--- src/rtl/dmem_arbiter_pkg.sv ---
// Shared definitions for the data-memory arbiter: port IDs, tag entry and
// the default memory geometry used by the CPU top.
package dmem_arbiter_pkg;

  localparam int DMEM_ADDR_W = 20;
  localparam int DMEM_DATA_W = 32;
  localparam int DMEM_RD_LAT = 2;

  localparam logic PORT_CPU    = 1'b0;
  localparam logic PORT_LOADER = 1'b1;

  typedef struct packed {
    logic valid;
    logic port;
  } dmem_tag_t;

endpackage

--- src/rtl/dmem_tag_pipe.sv ---
// Valid/port shift register that tracks in-flight reads so returning memory
// data can be steered to the port that issued it.
module dmem_tag_pipe
  import dmem_arbiter_pkg::*;
#(
  parameter int DEPTH = 3
) (
  input  logic      clk,
  input  logic      rstn,
  input  dmem_tag_t push_i,
  output dmem_tag_t tail_o
);

  dmem_tag_t stage_q [DEPTH];

  always_ff @(posedge clk) begin
    if (!rstn) begin
      for (int i = 0; i < DEPTH; i++) begin
        stage_q[i] <= '0;
      end
    end else begin
      stage_q[0] <= push_i;
      for (int i = 1; i < DEPTH; i++) begin
        stage_q[i] <= stage_q[i-1];
      end
    end
  end

  assign tail_o = stage_q[DEPTH-1];

endmodule

--- src/rtl/dmem_arbiter.sv ---
// Round-robin arbiter sharing the single-port data memory between the CPU
// load/store path (port 0) and the UART loader (port 1).
module dmem_arbiter
  import dmem_arbiter_pkg::*;
#(
  parameter int ADDR_W = DMEM_ADDR_W,
  parameter int DATA_W = DMEM_DATA_W,
  parameter int RD_LAT = DMEM_RD_LAT
) (
  input  logic              clk,
  input  logic              rstn,
  input  logic              m0_req_i,
  input  logic              m0_we_i,
  input  logic [ADDR_W-1:0] m0_addr_i,
  input  logic [DATA_W-1:0] m0_wdata_i,
  output logic              m0_ready_o,
  output logic              m0_rvalid_o,
  output logic [DATA_W-1:0] m0_rdata_o,
  input  logic              m1_req_i,
  input  logic              m1_we_i,
  input  logic [ADDR_W-1:0] m1_addr_i,
  input  logic [DATA_W-1:0] m1_wdata_i,
  output logic              m1_ready_o,
  output logic              m1_rvalid_o,
  output logic [DATA_W-1:0] m1_rdata_o,
  output logic              mem_we_o,
  output logic [ADDR_W-1:0] mem_addr_o,
  output logic [DATA_W-1:0] mem_wdata_o,
  input  logic [DATA_W-1:0] mem_rdata_i
);

  // Handshake: a requester holds req/we/addr/wdata stable until it sees
  // ready=1; the command is accepted in that cycle. rvalid is a one-cycle
  // pulse with no back-pressure; rdata is meaningful only while rvalid=1.

  logic              last_grant_q, last_grant_d;
  logic              mem_we_q, mem_we_d;
  logic [ADDR_W-1:0] mem_addr_q, mem_addr_d;
  logic [DATA_W-1:0] mem_wdata_q, mem_wdata_d;

  logic              grant0, grant1, any_grant;
  logic              cmd_we;
  logic [ADDR_W-1:0] cmd_addr;
  logic [DATA_W-1:0] cmd_wdata;
  dmem_tag_t         tag_push, tag_tail;

  // On a tie the port that did not win last time goes next.
  assign grant0    = rstn & m0_req_i & (~m1_req_i | (last_grant_q == PORT_LOADER));
  assign grant1    = rstn & m1_req_i & (~m0_req_i | (last_grant_q == PORT_CPU));
  assign any_grant = grant0 | grant1;

  assign cmd_we    = grant1 ? m1_we_i    : m0_we_i;
  assign cmd_addr  = grant1 ? m1_addr_i  : m0_addr_i;
  assign cmd_wdata = grant1 ? m1_wdata_i : m0_wdata_i;

  always_comb begin
    mem_we_d     = 1'b0;
    mem_addr_d   = mem_addr_q;
    mem_wdata_d  = mem_wdata_q;
    last_grant_d = last_grant_q;
    if (any_grant) begin
      mem_we_d     = cmd_we;
      mem_addr_d   = cmd_addr;
      mem_wdata_d  = cmd_wdata;
      last_grant_d = grant1 ? PORT_LOADER : PORT_CPU;
    end
  end

  always_ff @(posedge clk) begin
    if (!rstn) begin
      mem_we_q     <= 1'b0;
      mem_addr_q   <= '0;
      mem_wdata_q  <= '0;
      last_grant_q <= PORT_LOADER;
    end else begin
      mem_we_q     <= mem_we_d;
      mem_addr_q   <= mem_addr_d;
      mem_wdata_q  <= mem_wdata_d;
      last_grant_q <= last_grant_d;
    end
  end

  always_comb begin
    tag_push       = '0;
    tag_push.valid = any_grant & ~cmd_we;
    tag_push.port  = grant1 ? PORT_LOADER : PORT_CPU;
  end

  // One stage for the command register plus RD_LAT stages of memory latency.
  dmem_tag_pipe #(
    .DEPTH (1 + RD_LAT)
  ) u_tag_pipe (
    .clk    (clk),
    .rstn   (rstn),
    .push_i (tag_push),
    .tail_o (tag_tail)
  );

  assign m0_ready_o  = grant0;
  assign m1_ready_o  = grant1;
  assign m0_rvalid_o = tag_tail.valid & (tag_tail.port == PORT_CPU);
  assign m1_rvalid_o = tag_tail.valid & (tag_tail.port == PORT_LOADER);
  assign m0_rdata_o  = mem_rdata_i;
  assign m1_rdata_o  = mem_rdata_i;

  assign mem_we_o    = mem_we_q;
  assign mem_addr_o  = mem_addr_q;
  assign mem_wdata_o = mem_wdata_q;

endmodule

--- config.mk ---
export PLATFORM = sky130hd
export DESIGN_NAME = dmem_arbiter
export DESIGN_NICKNAME = d
export VERILOG_FILES = /design/src/rtl/dmem_arbiter_pkg.sv /design/src/rtl/dmem_tag_pipe.sv /design/src/rtl/dmem_arbiter.sv
export SDC_FILE = /design/constraint.sdc
export NUM_CORES = 1
export LEC_CHECK = 0
export CAP_MARGIN = 20
export CORE_MARGIN = 3
export CORE_UTILIZATION = 39
export DETAILED_ROUTE_END_ITERATION = 10
export PLACE_DENSITY = 0.87
export SETUP_SLACK_MARGIN = 0.4
export SLEW_MARGIN = 10
export SYNTH_ARGS = -nofsm -noshare
export SYNTH_HDL_FRONTEND = slang
export SYNTH_HIERARCHICAL = 1
export SYNTH_SLANG_ARGS = --single-unit
--- constraint.sdc ---
create_clock -name clk -period 4.9 [get_ports clk]
set_clock_uncertainty 0.2 [all_clocks]
set_input_delay 0.98 -clock clk [delete_from_list [all_inputs] [get_ports clk]]
set_output_delay 0.98 -clock clk [all_outputs]
set_load 0.005 [all_outputs]
Yosys cells after proc, flatten, opt, wreduce, memory -nomap -nowiden
Memory sizes are Yosys's and may differ from the RTL's.
Cells that the tools add are included.
{ "op_classes": {"n_reduce_logical": 1, "bitwise_logic": 18, "shift": 0, "n_div": 0, "muxes": 9, "n_addsub": 0, "n_lt_le_gt_ge": 0, "eq_ne": 0, "mul": 0} }
{ "ops": {"columns": ["operator", "n"], "rows": [
  ["$mux 32", 1],
  ["$mux 20", 1],
  ["$and 1x1->1", 7],
  ["$mux 2", 3],
  ["$or 1x1->1", 6],
  ["$not 1->1", 5],
  ["$mux 1", 4],
  ["$reduce_and 2->1", 1]
]} }
{ "totals": {"output_inout_bits": 121, "mem_count": 1, "mem_bits_ro": 0, "elab_cells": 33, "latchBits": 0, "register_bits": 54, "ramBits": 6} }
{ "memory_table": {"columns": ["memory", "depth", "width", "read_ports", "rd_ports_with_merged_regs", "wr", "line", "source"], "rows": [
  ["u_tag_pipe.stage_q", 3, 2, 3, 0, 3, "dmem_tag_pipe.sv:14", "dmem_tag_t stage_q [DEPTH];"]
]} }

Depth between registers and ports, before layout
Gate-level depths: netlist of run 1.
{ "depth": {"word_depth": 7, "depth_mapped": 7, "depth_no_buf": 4} }

Cells and area by module
Netlist of run 1, hierarchy kept.
{ "by_module_without_submodules": {"columns": ["mod", "area_per_inst_um2", "cells_each", "n_inst"], "rows": [
  ["dmem_arbiter", 3769.9, 375, 1],
  ["dmem_tag_pipe", 172.7, 14, 1]
]} }

Worst setup path before layout of run 1
Ideal clock, no wire load.
{ "synth_path": {"path_kind": "input -> output", "startpoint": "input port m1_req_i", "endpoint": "output port m1_ready_o", "t_required_ns": 3.720, "arrival_ns": 1.669, "path_buffers": 3, "cell_stages": 5, "path_slack_ns": 2.051, "path_cell_list": "and2_4 buf_6 and2_4 buf_6 buf_8"} }
{ "synth_between": {"elab_chain_cells": 2} }
{ "synth_rtl": {"columns": ["element", "line", "source"], "rows": [
  ["start, declared", "dmem_arbiter.sv:19", "input logic m1_req_i,"],
  ["$and 1x1->1 (2 in a row)", "dmem_arbiter.sv:49", "assign grant1 = rstn & m1_req_i & (~m0_req_i | (last_grant_q == PORT_CPU));"],
  ["end, declared", "dmem_arbiter.sv:23", "output logic m1_ready_o,"]
]} }
Every way passes these cells.

Worst setup path in the final report of run 1
{ "layout_path": {"startpoint": "input port m0_req_i", "endpoint": "output port m0_ready_o"} }
{ "layout_between": {"elab_chain_cells": 2} }
{ "layout_rtl": {"columns": ["element", "line", "source"], "rows": [
  ["start, declared", "dmem_arbiter.sv:12", "input logic m0_req_i,"],
  ["$and 1x1->1 (2 in a row)", "dmem_arbiter.sv:48", "assign grant0 = rstn & m0_req_i & (~m1_req_i | (last_grant_q == PORT_LOADER));"],
  ["end, declared", "dmem_arbiter.sv:16", "output logic m0_ready_o,"]
]} }
Every way passes these cells.

==> results of run 1 <==
==> layout make-up <==
class / count / area (µm²)
clock buffer: 11 / 131
fill: 879 / 4510
multi-input combinational: 227 / 2030
sequential: 60 / 1200
clock inverter: 5 / 52.6
timing repair buffer: 173 / 1720
tap: 133 / 166
inverter: 3 / 11.3
==> synthesized netlist by cell type <==
library cell    n
nor2_1          1
buf_4          66
clkbuf_1       20
nand3_1        52
buf_12          4
buf_6           2
o311ai_0        5
nor3b_2         1
dfxtp_1        60
a22o_1          2
nor2b_1         1
a21oi_1         1
o311ai_2        4
inv_1           3
and2_1          7
and2_4          2
o21ai_0         1
buf_8           1
nand2_1       107
o311ai_4       43
buf_2           6
==> critical path, delay by kind of cell <==
family | cells | cell delay, ns
buf+inv | 2 | 1.20
simple gates | 1 | 0.09
compound gates | 1 | 0.24
==> sequential cells by signal (all words and copies together) (netlist names) <==
| name | cells |
|---|---|
| mem_we_o | 1 |
| u_tag_pipe/stage_q | 6 |
| mem_addr_o | 20 |
| last_grant_q | 1 |
| mem_wdata_o | 32 |
==> path summary, 6_finish.rpt <==
| path | to | slack, ns | cells past startpoint |
|---|---|---|---|
| setup / recovery | m0_ready_o | 1.21 | 4 |
| hold / removal | u_tag_pipe/stage_q[0][2]$_SDFF_PN0_ | 0.24 | 1 |
| setup reg to reg | mem_addr_o[0]$_SDFFE_PN0P_ | 2.44 | 5 |
| hold reg to reg | u_tag_pipe/stage_q[0][2]$_SDFF_PN0_ | 0.24 | 1 |
==> power breakdown <==
group | switching, W | internal [W] | total (W)
sequential | 0.0000224 | 0.000531 | 0.000553
combinational | 0.000145 | 0.000218 | 0.000363
clock | 0.000197 | 0.000233 | 0.000429
total | 0.000364 | 0.000982 | 0.00135
==> layout by cell type (no fill, tap or decap), types with 4 or more instances in the layout <==
master	synthesis	routed
and2_1	7	7
buf_4	66	6
clkbuf_8	0	9
clkdlybuf4s50_1	0	165
dfxtp_1	60	60
nand2_1	107	106
nand3_1	52	52
o311ai_0	5	5
o311ai_2	4	4
o311ai_4	43	43
==> cell families after synthesis <==
group | after synthesis
DFF | 60
buffers and inverters | 102
and+or+nand+nor | 171
AOI/OAI and AO/OA | 56
==> through the flow <==
stage,util [%],cell area (µm²),hold slack [ns],setup slack [ns],total power [W]
floorplan,-,3940,0.206,2.05,0.000779
global placement,52.2,5130,0.211,1.10,0.000918
detailed placement,52.2,5130,0.220,0.998,0.000929
CTS,54.1,5310,0.238,1.21,0.00137
global route,54.1,5310,0.247,1.12,0.00141
finish,54.1,5310,0.238,1.21,0.00135
==> per-layer routing <==
metal	vias to the layer above	share of wire [%]	GRT usage (%)
li1	1468	-	-
met5	-	0	0
met2	140	52	31.9
met1	1512	37	18.8
met3	28	9.4	6.80
met4	0	1.8	7.03
==> summary.md, run 1 <==
| Metric | Value |
|---|---|
| Port Buf Inserts | `approximately 170` |
| Die Span X | `107 µm` |
| Post-Synth Simple-Gate Area | `between 10% and 20%` |
| Crit. Startpoint | `m0_req_i` |
| #FFs+latches synth | `60` |
| Worst min path class | `reg2reg` |
| Clock Sinks | `60` |
| Adder-Cell Fraction of Synth Area | `0%` |
| CTS clk-pin slew, worst paths | `roughly 0.070 ns` |
| Period minus WS final | `approximately 3.7 ns` |
| Largest stage delay on the critical path | `~0.64 ns` |
| Num ports | `~260` |
| Register area share after synthesis | `between 30 and 40%` |
| Synth top area share | `between 30% and 40%` |
| Max IR drop VDD | `around 0.00013 V` |
| P_leak | `between 1.5 and 2 nW` |
| Post-detail-place hpwl | `~7100 µm` |
| Area Growth Syn to Fin | `34.8%` |
| # resized after CTS | `0` |
| Routed length per placed instance | `16.7 µm` |
| Post-route clock period utilization | `75.3%` |
| Fin. Hold Viols | `0` |
| Worst path slowest cell | `clkdlybuf4s50_1` |
| Worst EP required | `between 3 and 4 ns` |
| Synth area leaders | `dfxtp_1 30%, o311ai_4 29%, buf_4 13%` |
| GRT Resource Usage Total | `17.8%` |
| Post-route DRC | `0` |
| Fmax | `271 MHz` |
| Post-synth net total | `about 530` |
| First drt pass iteration count | `4` |
| Synth cell types | `21` |
| Core area | `between 0.009 and 0.01 mm²` |
| Routability-driven placement congestion ratio | `roughly 0.73` |
| Largest family of logic cells by synthesized area | `compound AO/OA/AOI/OAI gates` |
| Global route overflow | `0` |
| Worst setup EP type | `output pin` |
| Max_slew headroom | `between 50% and 60%` |
| Largest area contributor in the netlist | `dfxtp_1` |
| Hold buffers post-CTS | `0` |
| Final nets | `616` |
| Worst hold start | `u_tag_pipe/stage_q[0][0]$_SDFF_PN0_` |
| Startpoint Class | `input pin` |
| Largest net degree at the start of global routing | `roughly 60` |
| Initial antenna violation count | `0` |
| RSZ-0062 raised after global routing | `no` |
| Clk_lat worst skew | `0.32 ns` |
| Vias in the first global route | `3,312` |
| CP Data Arrival Time | `2.51 ns` |
| Ant. Diodes | `0` |
| Initial detailed-routing violation count | `100` |
| R2R Path Start | `last_grant_q$_SDFFE_PN1P_` |
| Setup TNS | `0 ns` |
| Pwr Density | `between 200 and 300 mW/mm²` |
| Avg Cell Area, Syn | `10.1 µm²` |
| Die Span Y | `107 µm` |
| Crit-path cells | `clkdlybuf4s50_1 > nand2_1 > a21oi_1 > clkdlybuf4s50_1` |
| Status | `complete, no violations` |
| CTS buffer count | `9` |
| Post-synthesis cell area | `0.00394 mm²` |
| Via total after detailed routing | `between 3,000 and 4,000` |
| Die area | `0.0114 mm²` |
| FP Rows | `36` |
| Clock root cell | `clkbuf_8` |
| Initial Util | `approximately two fifths` |
| Slew Viols, Final | `0` |
| Synth Area in XOR/XNOR | `0%` |
| Max-cap check violation count | `0` |
| Crit path top cell by count | `clkdlybuf4s50_1` |
| Post-synthesis mux area share | `0%` |
| Finished Layout Cells | `around 600` |
| Tightest Pin Transition | `between 0.7 and 0.8 ns` |
| Synth Area in Compound Gates | `approximately a third` |
| First-pass GRT wire length | `about 16,000 µm` |
| Via density | `5.14` |
| Routed wire length | `10,200 µm` |
| Setup Fix Bufs, Post-CTS | `0` |
| Buffers from clock root to sink, at most | `2` |
| CTS HTree Levels | `3` |
| Crit Path Class | `in2out` |
| Share of cells above drive strength 1 | `between 10% and 20%` |
| Critical-path maximum fanout | `4` |
| Post-placement cell count | `596` |
| # setup viols final | `0` |
| Number of warnings issued by yosys | `6` |
| CTS tree | `done` |
| Post-route ant nets | `0` |
| Syn Inst Count | `~400` |
(Power assumes the default switching activity.)
==> run 2: changes to the inputs <==
Settings changed: CORE_UTILIZATION 39 to 37, PLACE_DENSITY 0.87 to 0.83.
Clock period 4.9 ns to 3.4 ns, I/O delays scaled along.
==> summary.md, run 2 (synthesized netlist as in run 1, its figures left out) <==
| Metric | Value |
|---|---|
| Status | `complete, no violations (unchanged)` |
| Final total power | `0.00186 W (was 0.00135 W)` |
| Global route overflow | `0 (unchanged)` |
| Buffers from clock root to sink, at most | `2 (unchanged)` |
| Switching power | `0.000515 W (was 0.000364 W)` |
| Max IR drop VDD | `0.000139 V (was 0.000125 V)` |
| Crit Path Class | `in2out (unchanged)` |
| Setup TNS | `0 ns (unchanged)` |
| CTS buffer count | `9 (unchanged)` |
| Fill cell count | `918 (was 879)` |
| First drt pass iteration count | `5 (was 4)` |
| Core area | `0.0103 mm² (was 0.00982 mm²)` |
| Fin. Hold Viols | `0 (unchanged)` |
| Slew Viols, Final | `0 (unchanged)` |
| Routed wire length | `10,600 µm (was 10,200 µm)` |
| P_leak | `1.88 nW (about the same)` |
| First-pass GRT wire length | `16,300 µm (was 16,100 µm)` |
| FP Rows | `37 (was 36)` |
| Via density | `5.03 (was 5.14)` |
| Switching part of the total | `27.8% (was 27.1%)` |
| Largest net degree at the start of global routing | `61 (unchanged)` |
| Final nets | `618 (was 616)` |
| Final worst slack | `0.524 ns (was 1.21 ns)` |
| Startpoint Class | `input pin (unchanged)` |
| Routed length per placed instance | `17.1 µm (was 16.7 µm)` |
| Post-route DRC | `0 (unchanged)` |
| RSZ-0062 raised after global routing | `no (unchanged)` |
| Die area | `0.0119 mm² (was 0.0114 mm²)` |
| # setup viols final | `0 (unchanged)` |
| Share of total power in the clock network | `28.4% (was 31.9%)` |
| GRT Resource Usage Total | `17.7% (was 17.8%)` |
| Worst EP required | `2.52 ns (was 3.72 ns)` |
| Reg power frac | `43.1% (was 41.1%)` |
| CTS tree | `done (unchanged)` |
| Commonest non-fill, non-tap cell in the layout | `clkdlybuf4s50_1 (unchanged)` |
| Routability-driven placement congestion ratio | `0.689 (was 0.728)` |
| Setup WS pre-CTS | `0.0291 ns (was 0.998 ns)` |
| Clock Sinks | `60 (unchanged)` |
| CP Data Arrival Time | `2.00 ns (was 2.51 ns)` |
| Max_slew headroom | `51.5% (was 51.1%)` |
| Die Span Y | `109 µm (was 107 µm)` |
| Initial antenna violation count | `0 (unchanged)` |
| Tightest Pin Transition | `0.728 ns (was 0.733 ns)` |
| Most frequent cells in the layout | `164 x clkdlybuf4s50_1, 106 x nand2_1, 60 x dfxtp_1, 52 x nand3_1, 43 x o311ai_4 (was 165 x clkdlybuf4s50_1, 106 x nand2_1, 60 x dfxtp_1, 52 x nand3_1, 43 x o311ai_4)` |
| Worst setup EP type | `output pin (unchanged)` |
| Period minus WS final | `~2.9 ns` |
| Combinational group share of total power | `28.6% (was 27.0%)` |
| Max-cap check violation count | `0 (unchanged)` |
| Pwr Density | `349 mW/mm² (was 253 mW/mm²)` |
| Clock root cell | `clkbuf_8 (unchanged)` |
| Post-detail-place hpwl | `7310 µm (was 7050 µm)` |
| CTS clk-pin slew, worst paths | `0.06 ns (was 0.07 ns)` |
| Worst min path class | `reg2reg (unchanged)` |
| Critical-path maximum fanout | `4 (unchanged)` |
| Util after Layout | `51.5% (was 54.1%)` |
| Int Power | `0.00134 W (was 0.000982 W)` |
| Clk_lat worst skew | `0.33 ns (was 0.32 ns)` |
| Post-route ant nets | `0 (unchanged)` |
| Vias in the first global route | `3,241 (was 3,312)` |
| Port Buf Inserts | `166 (unchanged)` |
| Initial Util | `38.2% (was 40.2%)` |
| Die Span X | `109 µm (was 107 µm)` |
| Largest register FFs | `32 (unchanged)` |
| Area Growth Syn to Fin | `34.8% (about the same)` |
| Initial detailed-routing violation count | `176 (was 100)` |
| Num ports | `263 (unchanged)` |
| CTS HTree Levels | `3 (unchanged)` |
| Via total after detailed routing | `3,098 (was 3,148)` |
| Post-route clock period utilization | `a little over four fifths` |
| Ant. Diodes | `0 (unchanged)` |
| Fmax | `about 350 MHz` |
| Share of cells above drive strength 1 | `15.6% (was 15.4%)` |
| Hold buffers post-CTS | `0 (unchanged)` |
run 2: worst max-delay path, stage by stage:
cell and delay (ns):
clkdlybuf4s50_1 0.42, buf_4 0.17, a21oi_2 0.19, clkdlybuf4s50_1 0.53
run 2: final cells by class:
class,count,area (µm²),share of cell area (%)
inverter,3,11.3,0.212
multi-input combinational,227,2030,38.2
tap,136,170,3.20
clock inverter,3,15.0,0.282
clock buffer,12,135,2.54
timing repair buffer,175,1750,32.9
sequential,60,1200,22.6
run 2: what timing repair did:
item | 4_1_cts | 5_1_grt
setup endpoints to repair | 5 | 4
buffers inserted | 0 | 0
resized for setup | 1 | 2
pin swaps | 0 | 0
run 2: stage by stage:
step                      std cells  hold slack [ns]  area, µm²
final                           616            0.231       5320
after global placement          601            0.214       5160
after detailed placement        601            0.215       5160
after floorplan                 389            0.206       3940
after global routing            616            0.260       5320
after CTS                       616            0.237       5310
run 2: final timing paths:
path                                                          start                             endpoint  slack (ns)  cells after the start
worst max-delay path                                       m1_req_i                           m0_ready_o        0.52                      4
worst min-delay path            u_tag_pipe/stage_q[0][0]$_SDFF_PN0_  u_tag_pipe/stage_q[0][2]$_SDFF_PN0_        0.23                      1
worst max register to register            last_grant_q$_SDFFE_PN1P_         mem_wdata_o[28]$_SDFFE_PN0P_        1.23                      5
worst min register to register  u_tag_pipe/stage_q[0][0]$_SDFF_PN0_  u_tag_pipe/stage_q[0][2]$_SDFF_PN0_        0.23                      1
run 2: power groups by stage:
stage,Sequential (W),Combinational (W),Clock [W]
after floorplan,0.000814,0.000308,0
after global placement,0.000811,0.000522,0
after detailed placement,0.000815,0.000533,0
after CTS,0.000800,0.000535,0.000554
after global routing,0.000805,0.000565,0.000582
final,0.000799,0.000531,0.000526
run 2: per-layer routing:
layer  share of wire (%)  vias to the layer above  track usage (%)
li1                    -                     1471                -
met4                 3.1                        0             9.88
met5                   0                        -                0
met3                 8.9                       37             5.21
met2                  50                      134             30.9
met1                  38                     1456             18.9
==> run 3: changes to the inputs <==
Clock period 3.4 ns to 2.96 ns, I/O delays scaled along.
==> summary.md, run 3 (synthesized netlist as in run 1, its figures left out) <==
| Metric | Value |
|---|---|
| Die Span X | `109 µm (unchanged)` |
| P_leak | `1.91 nW (was 1.88 nW)` |
| Clock root cell | `clkbuf_8 (unchanged)` |
| Fill cell count | `903 (was 918)` |
| Setup Fix Bufs, Post-CTS | `0 (unchanged)` |
| Share of cells above drive strength 1 | `16.1% (was 15.6%)` |
| Initial Util | `38.2% (unchanged)` |
| Vias in the first global route | `3,425 (was 3,241)` |
| Global route overflow | `0 (unchanged)` |
| FP Rows | `37 (unchanged)` |
| Final worst slack | `0.490 ns (was 0.524 ns)` |
| Clk_lat worst skew | `0.32 ns (was 0.33 ns)` |
| Routed length per placed instance | `17.2 µm (was 17.1 µm)` |
| Worst EP required | `2.17 ns (was 2.52 ns)` |
| Largest register FFs | `32 (unchanged)` |
| Period minus WS final | `2.47 ns` |
| Share of total power in the clock network | `30.3% (was 28.4%)` |
| RSZ-0062 raised after global routing | `no (unchanged)` |
| CP Data Arrival Time | `1.68 ns (was 2.00 ns)` |
| Clock Sinks | `60 (unchanged)` |
| First-pass GRT wire length | `16,700 µm (was 16,300 µm)` |
| Die Span Y | `109 µm (unchanged)` |
| Core area | `0.0103 mm² (unchanged)` |
| Max_slew headroom | `58.3% (was 51.5%)` |
| Largest stage delay on the critical path | `0.50 ns (was 0.53 ns)` |
| Largest net degree at the start of global routing | `61 (unchanged)` |
| Max-cap check violation count | `0 (unchanged)` |
| Max IR drop VDD | `0.000221 V (was 0.000139 V)` |
| Worst setup EP type | `output pin (unchanged)` |
| Area Growth Syn to Fin | `36.0% (was 34.8%)` |
| Tightest Pin Transition | `0.625 ns (was 0.728 ns)` |
| Die area | `0.0119 mm² (unchanged)` |
| Crit path top cell by count | `and2_4 (was clkdlybuf4s50_1)` |
| Int Power | `0.00161 W (was 0.00134 W)` |
| Crit-path cells | `dlygate4sd2_1 > and2_4 > and2_4 > clkdlybuf4s50_1 (was clkdlybuf4s50_1 > buf_4 > a21oi_2 > clkdlybuf4s50_1)` |
| Ant. Diodes | `0 (unchanged)` |
| Crit path max-delay family | `buffers and inverters (unchanged)` |
| Initial detailed-routing violation count | `116 (was 176)` |
| First drt pass iteration count | `4 (was 5)` |
| Buffers from clock root to sink, at most | `2 (unchanged)` |
| Commonest non-fill, non-tap cell in the layout | `clkdlybuf4s50_1 (unchanged)` |
| Crit Path Class | `in2out (unchanged)` |
| R2R Setup Slk | `1.28 ns (was 1.23 ns)` |
| Final nets | `618 (unchanged)` |
| Post-route DRC | `0 (unchanged)` |
| Switching power | `0.000588 W (was 0.000515 W)` |
| CTS tree | `done (unchanged)` |
| Setup TNS | `0 ns (unchanged)` |
| Via total after detailed routing | `3,130 (was 3,098)` |
| Setup WS pre-CTS | `0.215 ns (was 0.0291 ns)` |
| Critical-path maximum fanout | `3 (was 4)` |
| Num ports | `263 (unchanged)` |
| Pwr Density | `410 mW/mm² (was 349 mW/mm²)` |
| Initial antenna violation count | `0 (unchanged)` |
| Post-route ant nets | `0 (unchanged)` |
| Status | `complete, no violations (unchanged)` |
| Worst Path Buf+Inv | `2 (was 3)` |
| Via density | `5.09 (was 5.03)` |
| Startpoint Class | `input pin (unchanged)` |
| Hold buffers post-CTS | `0 (unchanged)` |
| Port Buf Inserts | `166 (unchanged)` |
| GRT Resource Usage Total | `17.8% (was 17.7%)` |
| Routability-driven placement congestion ratio | `0.686 (was 0.689)` |
| Most frequent cells in the layout | `162 x clkdlybuf4s50_1, 106 x nand2_1, 60 x dfxtp_1, 52 x nand3_1, 43 x o311ai_4 (was 164 x clkdlybuf4s50_1, 106 x nand2_1, 60 x dfxtp_1, 52 x nand3_1, 43 x o311ai_4)` |
| Worst min path class | `reg2reg (unchanged)` |
| Post-route clock period utilization | `83.5%` |
| Slew Viols, Final | `0 (unchanged)` |
| Routed wire length | `10,600 µm (about the same)` |
| Post-detail-place hpwl | `7150 µm (was 7310 µm)` |
| # setup viols final | `0 (unchanged)` |
| CTS clk-pin slew, worst paths | `0.06 ns (about the same)` |
| Worst path slowest cell | `clkdlybuf4s50_1 (unchanged)` |
| Switching part of the total | `26.8% (was 27.8%)` |
| Reg power frac | `41.7% (was 43.1%)` |
| CTS buffer count | `9 (unchanged)` |
| CTS HTree Levels | `3 (unchanged)` |
| Fin. Hold Viols | `0 (unchanged)` |
| Fmax | `around 400 MHz` |
| Combinational group share of total power | `27.9% (was 28.6%)` |
==> run 3: cell count changes in the layout (fill, tap and decap cells not counted), sizes merged <==
cell	change
dlygate4sd2	+2
clkdlybuf4s50	-2
clkinv	-1
==> run 3: area by class of cell <==
| class | count | area [µm²] | share of cell area, % |
|---|---|---|---|
| Timing Repair Buffer | 175 | 1770 | 33.0 |
| Inverter | 3 | 11.3 | 0.210 |
| Clock buffer | 12 | 165 | 3.08 |
| Multi-Input combinational cell | 227 | 2030 | 37.9 |
| Sequential cell | 60 | 1200 | 22.4 |
| Clock inverter | 2 | 10.0 | 0.187 |
| Tap cell | 136 | 170 | 3.17 |
==> run 3: timing repair <==
| action | 4_1_cts | 5_1_grt |
|---|---|---|
| endpoints found under the setup margin | 2 | 0 |
| resized for setup | 4 | 0 |
| endpoints found under the hold margin | 0 | 0 |
==> run 3: per-stage QoR <==
stage / instance area [µm²] / std cells / hold slack, ns / utilization [%] / power (W)
5_1_grt: 5360 / 615 / 0.254 / 51.9 / 0.00231
2_1_floorplan: 3940 / 389 / 0.206 / - / 0.00129
3_5_place_dp: 5180 / 601 / 0.215 / 50.2 / 0.00155
3_3_place_gp: 5180 / 601 / 0.214 / 50.2 / 0.00154
4_1_cts: 5360 / 615 / 0.235 / 51.9 / 0.00223
6_report: 5360 / 615 / 0.231 / 51.9 / 0.00220
==> run 3: path summary, 6_finish.rpt <==
path	startpoint	endpoint	cells after the start
setup / recovery	m1_req_i	m1_ready_o	4
hold / removal	u_tag_pipe/stage_q[0][2]$_SDFF_PN0_	u_tag_pipe/stage_q[0][4]$_SDFF_PN0_	1
setup reg to reg	last_grant_q$_SDFFE_PN1P_	mem_addr_o[0]$_SDFFE_PN0P_	4
hold reg to reg	u_tag_pipe/stage_q[0][2]$_SDFF_PN0_	u_tag_pipe/stage_q[0][4]$_SDFF_PN0_	1
==> run 3: worst reg2reg max path, stage by stage (launching register included) <==
cell,delay [ns]
dfxtp_1,0.34
nand2_2,0.08
and2_4,0.16
buf_12,0.44
o311ai_0,0.31
==> run 3: power by group through the flow <==
stage | combinational (W) | clock, W | sequential [W]
floorplan | 0.000354 | 0 | 0.000935
finish | 0.000613 | 0.000666 | 0.000916
detailed placement | 0.000619 | 0 | 0.000935
CTS | 0.000621 | 0.000697 | 0.000917
global placement | 0.000606 | 0 | 0.000930
global route | 0.000654 | 0.000736 | 0.000923
==> run 3: layer usage <==
layer | part of all wire, % | track usage [%] | up-vias
li1 | - | - | 1470
met3 | 8.5 | 6.28 | 39
met1 | 38 | 18.6 | 1493
met2 | 50 | 32.0 | 128
met4 | 3.0 | 7.66 | 0
met5 | 0 | 0 | -
